`src/rtl/seven_seg_scanner.sv`:
```
// seven_seg_scanner: time-multiplexed driver for NUM_DIGITS seven-segment
// digits sharing one segment bus. Each digit is scanned round-robin with a
// dark BLANK gap (anti-ghosting) followed by a lit SHOW dwell.
// Optional build macro SEVEN_SEG_LZ_BLANK_EN adds leading-zero suppression;
// when it is undefined every digit always shows its hex glyph.
//
// Write port handshake: wr_en acts as a valid strobe and the block is always
// ready, so every cycle with wr_en=1 and wr_addr<NUM_DIGITS commits one
// digit write at that clock edge, in any scan state. Out-of-range addresses
// are dropped silently.
module seven_seg_scanner #(
  parameter int NUM_DIGITS   = 4,
  parameter int DWELL_CYCLES = 50000,
  parameter int BLANK_CYCLES = 100,
  parameter int CNT_WIDTH    = 16
) (
  input  logic                  clk,
  input  logic                  rst_n,
  input  logic                  enable,
  input  logic                  wr_en,
  input  logic [2:0]            wr_addr,
  input  logic [3:0]            wr_data,
  input  logic                  wr_dp,
  output logic [6:0]            seg_out,
  output logic                  seg_dp,
  output logic [NUM_DIGITS-1:0] digit_sel,
  output logic                  frame_done,
  output logic [1:0]            dbg_state
);

  localparam int IDX_W = (NUM_DIGITS > 1) ? $clog2(NUM_DIGITS) : 1;
  localparam logic [CNT_WIDTH-1:0] BLANK_LAST = CNT_WIDTH'(BLANK_CYCLES - 1);
  localparam logic [CNT_WIDTH-1:0] DWELL_LAST = CNT_WIDTH'(DWELL_CYCLES - 1);
  localparam logic [IDX_W-1:0]     IDX_LAST   = IDX_W'(NUM_DIGITS - 1);

  typedef enum logic [1:0] {
    ST_OFF   = 2'd0,
    ST_BLANK = 2'd1,
    ST_SHOW  = 2'd2
  } state_e;

  state_e                state_q;
  logic [IDX_W-1:0]      idx_q;
  logic [CNT_WIDTH-1:0]  cnt_q;
  logic [3:0]            digit_q [NUM_DIGITS];
  logic [NUM_DIGITS-1:0] dp_q;

  // seg_q / seg_dp_q double as the glyph shadow: they are loaded only on the
  // BLANK->SHOW edge, so later writes cannot disturb the lit digit.
  logic [6:0]            seg_q;
  logic                  seg_dp_q;
  logic [NUM_DIGITS-1:0] sel_q;
  logic                  frame_done_q;

  // Combinational helpers feeding the registers.
  logic [3:0]            cur_val_d;
  logic                  cur_dp_d;
  logic                  lz_blank_d;
  logic [6:0]            glyph_d;
  logic [IDX_W-1:0]      idx_nxt_d;

  function automatic logic [6:0] hex_to_seg(input logic [3:0] v);
    case (v)
      4'h0:    return 7'h3F;
      4'h1:    return 7'h06;
      4'h2:    return 7'h5B;
      4'h3:    return 7'h4F;
      4'h4:    return 7'h66;
      4'h5:    return 7'h6D;
      4'h6:    return 7'h7D;
      4'h7:    return 7'h07;
      4'h8:    return 7'h7F;
      4'h9:    return 7'h6F;
      4'hA:    return 7'h77;
      4'hB:    return 7'h7C;
      4'hC:    return 7'h39;
      4'hD:    return 7'h5E;
      4'hE:    return 7'h79;
      default: return 7'h71;
    endcase
  endfunction

  // Select the stored value and dp of the digit currently being scanned.
  always_comb begin
    cur_val_d = 4'h0;
    cur_dp_d  = 1'b0;
    for (int i = 0; i < NUM_DIGITS; i++) begin
      if (idx_q == IDX_W'(i)) begin
        cur_val_d = digit_q[i];
        cur_dp_d  = dp_q[i];
      end
    end
  end

`ifdef SEVEN_SEG_LZ_BLANK_EN
  // Suppress a zero digit when every more-significant digit is also zero;
  // digit 0 always lights so a value of zero still shows "0".
  always_comb begin
    lz_blank_d = (idx_q != '0) && (cur_val_d == 4'h0);
    for (int i = 0; i < NUM_DIGITS; i++) begin
      if (i > int'(idx_q) && digit_q[i] != 4'h0) begin
        lz_blank_d = 1'b0;
      end
    end
  end
`else
  assign lz_blank_d = 1'b0;
`endif

  assign glyph_d   = lz_blank_d ? 7'h00 : hex_to_seg(cur_val_d);
  assign idx_nxt_d = (idx_q == IDX_LAST) ? '0 : idx_q + 1'b1;

  // Digit register file: writes land in any state; reset clears contents.
  always_ff @(posedge clk) begin
    if (!rst_n) begin
      for (int i = 0; i < NUM_DIGITS; i++) begin
        digit_q[i] <= 4'h0;
      end
      dp_q <= '0;
    end else if (wr_en) begin
      for (int i = 0; i < NUM_DIGITS; i++) begin
        if (wr_addr == 3'(i)) begin
          digit_q[i] <= wr_data;
          dp_q[i]    <= wr_dp;
        end
      end
    end
  end

  // Scan FSM with registered outputs; enable low forces OFF from any state.
  always_ff @(posedge clk) begin
    if (!rst_n) begin
      state_q      <= ST_OFF;
      idx_q        <= '0;
      cnt_q        <= '0;
      seg_q        <= 7'h00;
      seg_dp_q     <= 1'b0;
      sel_q        <= '0;
      frame_done_q <= 1'b0;
    end else begin
      frame_done_q <= 1'b0;
      if (!enable) begin
        state_q  <= ST_OFF;
        idx_q    <= '0;
        cnt_q    <= '0;
        seg_q    <= 7'h00;
        seg_dp_q <= 1'b0;
        sel_q    <= '0;
      end else begin
        case (state_q)
          ST_OFF: begin
            state_q  <= ST_BLANK;
            idx_q    <= '0;
            cnt_q    <= '0;
            seg_q    <= 7'h00;
            seg_dp_q <= 1'b0;
            sel_q    <= '0;
          end
          ST_BLANK: begin
            if (cnt_q == BLANK_LAST) begin
              state_q  <= ST_SHOW;
              cnt_q    <= '0;
              seg_q    <= glyph_d;
              seg_dp_q <= cur_dp_d;
              sel_q    <= NUM_DIGITS'(1) << idx_q;
            end else begin
              cnt_q <= cnt_q + 1'b1;
            end
          end
          ST_SHOW: begin
            if (cnt_q == DWELL_LAST) begin
              state_q      <= ST_BLANK;
              cnt_q        <= '0;
              idx_q        <= idx_nxt_d;
              seg_q        <= 7'h00;
              seg_dp_q     <= 1'b0;
              sel_q        <= '0;
              frame_done_q <= (idx_q == IDX_LAST);
            end else begin
              cnt_q <= cnt_q + 1'b1;
            end
          end
          default: begin
            state_q  <= ST_OFF;
            idx_q    <= '0;
            cnt_q    <= '0;
            seg_q    <= 7'h00;
            seg_dp_q <= 1'b0;
            sel_q    <= '0;
          end
        endcase
      end
    end
  end

  assign seg_out    = seg_q;
  assign seg_dp     = seg_dp_q;
  assign digit_sel  = sel_q;
  assign frame_done = frame_done_q;
  assign dbg_state  = state_q;

endmodule

```
`config.mk`:
```
export PLATFORM = sky130hd
export DESIGN_NAME = seven_seg_scanner
export DESIGN_NICKNAME = d
export VERILOG_FILES = /design/src/rtl/seven_seg_scanner.sv
export SDC_FILE = /design/constraint.sdc
export NUM_CORES = 1
export LEC_CHECK = 0
export BUFFER_PORTS_ARGS = -buffer_cell sky130_fd_sc_hd__buf_2
export CAP_MARGIN = 20
export CORE_ASPECT_RATIO = 1.75
export CORE_UTILIZATION = 40
export CTS_BUF_LIST = sky130_fd_sc_hd__clkbuf_4
export DETAILED_ROUTE_END_ITERATION = 6
export PLACE_DENSITY = 0.61
export SETUP_SLACK_MARGIN = 0.05
export SYNTH_ARGS = -nofsm -noshare
export SYNTH_HDL_FRONTEND = slang
export SYNTH_SLANG_ARGS = --single-unit
```
`constraint.sdc`:
```
create_clock -name clk -period 4.26 [get_ports clk]
set_input_delay 0.426 -clock clk [delete_from_list [all_inputs] [get_ports clk]]
set_output_delay 0.426 -clock clk [all_outputs]
set_load 0.05 [all_outputs]
```
==> results of run 1 <==
[metal layers]
layer	wire, um	share of wire (%)	track usage [%]	up-vias
met3	165	3.0	3.51	12
met1	2270	42	19.0	952
met2	2820	52	29.2	46
met5	0	0	0	-
met4	163	3.0	8.03	0
li1	-	-	-	1054
[final timing paths]
check                           from                      end  slack, ns
max reg2reg    idx_q[0]$_SDFFE_PN0P_  seg_out[5]$_SDFFE_PN0P_       1.89
max            idx_q[0]$_SDFFE_PN0P_  seg_out[5]$_SDFFE_PN0P_       1.89
min reg2reg  seg_out[1]$_SDFFE_PN0P_  seg_out[1]$_SDFFE_PN0P_       0.47
min                            wr_dp     dp_q[1]$_SDFFE_PN0P_       0.30
[synth_stat cells (6+ instances only)]
cell / number / area [sq um]
and2_1: 17 / 106
ha_1: 15 / 188
xnor2_1: 6 / 52.6
dfxtp_1: 37 / 741
nand3_1: 18 / 90.1
o21ai_0: 15 / 75.1
nand2_1: 23 / 86.3
nor2_1: 30 / 113
xor2_1: 8 / 70.1
edfxtp_1: 16 / 480
inv_1: 13 / 48.8
a21oi_1: 10 / 50.1
[worst max-delay path: stages (launching register included)]
cell	delay [ns]
dfxtp_1	0.43
ha_1	0.44
nor2_1	0.18
o211a_1	0.18
nor2_1	0.24
inv_1	0.13
ha_1	0.19
nand2b_1	0.15
a21oi_1	0.21
o21ai_0	0.12
[state kept, by name, indices dropped and copies added (netlist names)]
signal / flops
idx_q: 2
digit_sel: 4
seg_dp: 1
frame_done: 1
cnt_q: 16
digit_q: 16
dp_q: 4
seg_out: 7
dbg_state: 2
[logic make-up after synthesis]
| kind of cell | synth area share (%) |
|---|---|
| compound gates | 12.2 |
| xor+xnor | 4.56 |
| fa+ha+maj | 6.98 |
| buf+inv | 3.49 |
| flops | 45.4 |
| mux | 1.54 |
| simple gates | 25.8 |
[layout make-up]
type                       instances  area (sq um)  area share (%)
clock inverter                     2          10.0           0.342
sequential                        53          1220            41.7
tap                               82           103            3.50
inverter                          13          48.8            1.67
clock buffer                       5          37.5            1.28
timing repair buffer              27           135            4.62
multi-input combinational        209          1370            46.9
[power groups by stage]
| stage | clock network [uW] | registers, uW | logic, uW |
|---|---|---|---|
| after floorplan | 0 | 547 | 42.1 |
| after global placement | 0 | 547 | 63.3 |
| after detailed placement | 0 | 547 | 63.8 |
| after CTS | 228 | 536 | 64.0 |
| after global routing | 247 | 538 | 71.8 |
| final | 216 | 536 | 63.7 |
[metrics by stage]
stage | utilization [%] | total power (uW) | cells | area [sq um] | hold WS [ns]
final | 45.1 | 816 | 391 | 2930 | 0.303
after global placement | 44.3 | 610 | 383 | 2880 | 0.434
after global routing | 45.1 | 857 | 391 | 2930 | 0.292
after detailed placement | 44.3 | 611 | 383 | 2880 | 0.446
after CTS | 45.0 | 828 | 390 | 2920 | 0.279
after floorplan | - | 589 | 284 | 2690 | 0.418
==> flow_summary_export.csv, run 1 <==
group,metric,value,unit
power_and_ir_drop,clkPwrFrac,26.5,%
global_route,antenna_found_initial,0,
setup_path,end_kind,"flip-flop",
clocking,cts_made_buffers,5,
drt,viasPerCell,5.28,
global_route,grt_usage,16.8,%
worst_hold_path,hold_path.class,"in -> reg",
sta,tightest_slew,0.791,ns
logic_synthesis,yosysSeqAreaShare,45.4,%
global_route,grt_pass1_wl,9140,um
logic_synthesis,synth.cell_area,2690,sq um
power_and_ir_drop,seqPwrFrac,65.7,%
sta,slew_headroom,46.8,%
global_route,grt_pass1_vias,1958,
setup_path,r2r_cells,9,
sta,setup_viol,0,
placement,dp_hpwl,4230,um
setup_path,crit_type,"reg -> reg",
clocking,clock_latency,0.38,ns
cells_and_area,nets,336,
clocking,cts_tree,"done",
drt,drt_iter0_drc,96,
sta,final.setup.worst_slack,1.89,ns
sta,hold_viol_final,0,
sta,slew_viol_final,0,
logic_synthesis,synth-edff-count,16,
setup_path,worstPathRequired,4.54,ns
sta,finalCritPeriodShare,55.5,%
die,die_area,7060,sq um
logic_synthesis,avgSynthCellArea,9.46,sq um
cells_and_area,layout_commonest_cell,"dfxtp_1",
drt,drt-total-wl,5420,um
die,core-area,6490,sq um
power_and_ir_drop,pwr_density_cell,279,nW/um^2
die,die_h,110,um
logic_synthesis,syn_nets,311,
sta,totalNegativeSetupSlack,0,ns
clocking,post-cts-setup-buffer-count,0,
placement,pre_cts_slack,1.82,ns
cells_and_area,n_antenna_cell,0,
logic_synthesis,yosys_warnings,0,
cells_and_area,areaGrowthSynthToFinish,8.94,%
drt,post_drt_wl_per_cell,13.9,um
drt,ant_nets,0,
global_route,grt_max_degree,17,
clocking,root_buffer,"clkbuf_4",
clocking,clkTransAtPathRegs,0.15,ns
power_and_ir_drop,vdd_drop_max,0.179,mV
cells_and_area,fillers,648,
clocking,holdBufCountCts,0,
clocking,cts_max_level,2,
drt,drc_errors,0,
cells_and_area,drive_gt1_share,13.6,%
global_route,gr-total-overflow,0,
logic_synthesis,synthArstFlopShare,0,%
die,io_pins,27,
cells_and_area,mostFrequentLayoutCells,"37 x dfxtp_1, 30 x nor2_1, 27 x buf_2",
placement,finalWeightedCongestion,0.826,
worst_hold_path,holdPathStages,3,
flow_run,cap_violations,0,
drt,drt-pass1-iter-count,4,
clocking,cts_buffer_depth,2,
setup_path,path_max_fanout,14,
die,fp-row-count,39,
logic_synthesis,synth-seq-cells,53,
sta,rsz0062_at_grt,"no",
logic_synthesis,synth_cell_types,52,
run_status,status,"finished clean",
die,dieWidth,64.0,um
setup_path,cp.arrival,2.64,ns
sta,finClkSkew,0.00531,ns
power_and_ir_drop,p_switching,201,uW
power_and_ir_drop,p_int,615,uW
setup_path,cp-start-kind,"flip-flop",
placement,numPortBuffers,26,
clocking,numClockSinks,53,
logic_synthesis,syn-instance-count,284,
sta,fmax,0.423,GHz
power_and_ir_drop,p_leak,0.00108,uW
power_and_ir_drop,netSwitchingFraction,24.7,%
die,initial_core_util,41.4,%
drt,vias,2064,
logic_synthesis,ys.flop_type,"dfxtp_1",
clocking,post_cts_resized,0,
sta,fin_crit,2.37,ns
power_and_ir_drop,pwr-share-comb,7.8,%
(Power assumes the default switching activity.)
==> run 2, diff against run 1 <==
==> constraint.sdc (replaced) <==
create_clock -name clk -period 2.2 [get_ports clk]
set_input_delay 0.22 -clock clk [delete_from_list [all_inputs] [get_ports clk]]
set_output_delay 0.22 -clock clk [all_outputs]
set_load 0.05 [all_outputs]
==> flow_summary_export.csv, run 2 (same netlist as run 1, synthesis figures left out) <==
group,metric,value,unit
setup_path,worstPathCellList,"inv_1 > ha_2 > nand3b_1 > a211o_4 > ha_1 > mux2_2 > o211ai_1 > a21oi_1",
sta,hold_viol_final,0,
global_route,grt_pass1_wl,9360,um
drt,dr_wl_met3,223,um
run_status,status,"finished clean",
sta,fmax,0.490,GHz
power_and_ir_drop,p_leak,0.00116,uW
die,fp-row-count,39,
sta,slew_headroom,50.0,%
cells_and_area,n_antenna_cell,0,
placement,dp_hpwl,4350,um
setup_path,end_kind,"flip-flop",
drt,post_drt_wl_per_cell,14.2,um
placement,pre_cts_slack,0.0290,ns
sta,slew_viol_final,0,
cells_and_area,fillers,649,
setup_path,max_stage_delay,0.40,ns
cells_and_area,areaGrowthSynthToFinish,15.6,%
power_and_ir_drop,pwr_density_cell,568,nW/um^2
clocking,cts_buffer_depth,2,
die,core-area,6490,sq um
global_route,grt_max_degree,18,
sta,finClkSkew,0.0192,ns
cells_and_area,mostFrequentLayoutCells,"35 x dfxtp_1, 29 x nor2_1, 26 x buf_2",
die,dieWidth,64.0,um
drt,drt_iter0_drc,64,
setup_path,worstPathRequired,2.51,ns
sta,tightest_slew,0.744,ns
global_route,gr-total-overflow,0,
clocking,root_buffer,"clkbuf_4",
clocking,cts_tree,"done",
sta,totalNegativeSetupSlack,0,ns
worst_hold_path,hold_path.class,"in -> reg",
setup_path,crit_family,"compound AO/OA/AOI/OAI gates",
setup_path,cp.arrival,2.35,ns
sta,finalCritPeriodShare,92.8,%
clocking,clkTransAtPathRegs,0.17,ns
clocking,clock_latency,0.41,ns
sta,fin_crit,2.04,ns
drt,wl_met1,2330,um
die,die_area,7060,sq um
drt,top_layer,"met4",
cells_and_area,layout_commonest_cell,"dfxtp_1",
die,initial_core_util,41.4,%
clocking,cts_max_level,2,
sta,rsz0062_at_grt,"yes",
sta,setup_viol,0,
setup_path,slowest_stage,"dfxtp_2",
cells_and_area,final_area,3110,sq um
global_route,antenna_found_initial,0,
cells_and_area,drive_gt1_share,20.7,%
setup_path,cp_num_buf_inv,1,
drt,met2_length,3100,um
placement,placed_area,2990,sq um
drt,ant_nets,0,
setup_path,cp-start-kind,"flip-flop",
global_route,grt_usage,17.0,%
cells_and_area,nets,350,
drt,viasPerCell,5.29,
clocking,numClockSinks,53,
die,io_pins,27,
setup_path,path_max_fanout,8,
placement,finalWeightedCongestion,0.813,
power_and_ir_drop,vdd_drop_max,0.355,mV
flow_run,cap_violations,0,
drt,drt-total-wl,5780,um
drt,drt-pass1-iter-count,6,
die,die_h,110,um
drt,drc_errors,0,
drt,vias,2148,
placement,numPortBuffers,26,
global_route,grt_pass1_vias,2032,
setup_path,crit_type,"reg -> reg",
sta,final.setup.worst_slack,0.159,ns
clocking,cts_made_buffers,5,
run 2: cell types whose count changed in the layout (fill, tap and decap cells not counted), moves of 2 or more:
cell,change
buf_4,+15
ha_1,-5
ha_2,+5
dfxtp_1,-2
dfxtp_2,+2
run 2: tightest hold or removal path, delay by kind of cell:
kind | cells | cell delay [ns]
buffers and inverters | 1 | 0.11
and+or+nand+nor | 1 | 0.05
AOI/OAI and AO/OA | 1 | 0.05
run 2: layout make-up:
type	instances	area [sq um]	share of cell area [%]
clock inverters	3	45.0	1.45
multi-input cells	209	1410	45.3
repair buffers	41	243	7.81
flip-flops and latches	53	1220	39.4
clock buffers	5	37.5	1.21
well taps	82	103	3.30
inverters	13	48.8	1.57
run 2: worst paths after layout:
path / start / cells after the start / to / slack [ns]
min: wr_dp / 3 / dp_q[1]$_SDFFE_PN0P_ / 0.05
max: idx_q[1]$_SDFFE_PN0P_ / 8 / seg_out[4]$_SDFFE_PN0P_ / 0.16
min reg2reg: cnt_q[0]$_SDFF_PN0_ / 1 / cnt_q[0]$_SDFF_PN0_ / 0.45
max reg2reg: idx_q[1]$_SDFFE_PN0P_ / 8 / seg_out[4]$_SDFFE_PN0P_ / 0.16
run 2: routing by layer:
layer,GRT usage [%],up-vias
met4,7.58,0
met5,0,-
met1,18.3,1007
met2,30.9,55
li1,-,1077
met3,3.41,9
run 2: where the power goes:
| group | internal, uW | total (uW) | switching (uW) | leakage [uW] |
|---|---|---|---|---|
| Sequential | 1030 | 1040 | 10.0 | 0.000454 |
| Clock | 244 | 592 | 348 | 0.0000448 |
| Combinational | 53.8 | 135 | 81.1 | 0.000666 |
run 2: per-stage QoR:
step / instances / power [uW] / util, % / hold WS (ns)
6_report: 406 / 1770 / 47.9 / 0.0512
2_1_floorplan: 284 / 1140 / - / 0.329
3_5_place_dp: 398 / 1190 / 46.0 / 0.441
5_1_grt: 406 / 1820 / 47.9 / 0.0779
3_3_place_gp: 398 / 1190 / 46.0 / 0.427
4_1_cts: 406 / 1770 / 47.5 / 0.0414
run 2: repair_timing:
item,in CTS,in global routing
setup endpoints to repair,4,7
endpoints found under the hold margin,0,0
resized for setup,3,8
buffers inserted,0,0
pin swaps,1,2
hold buffers,0,0
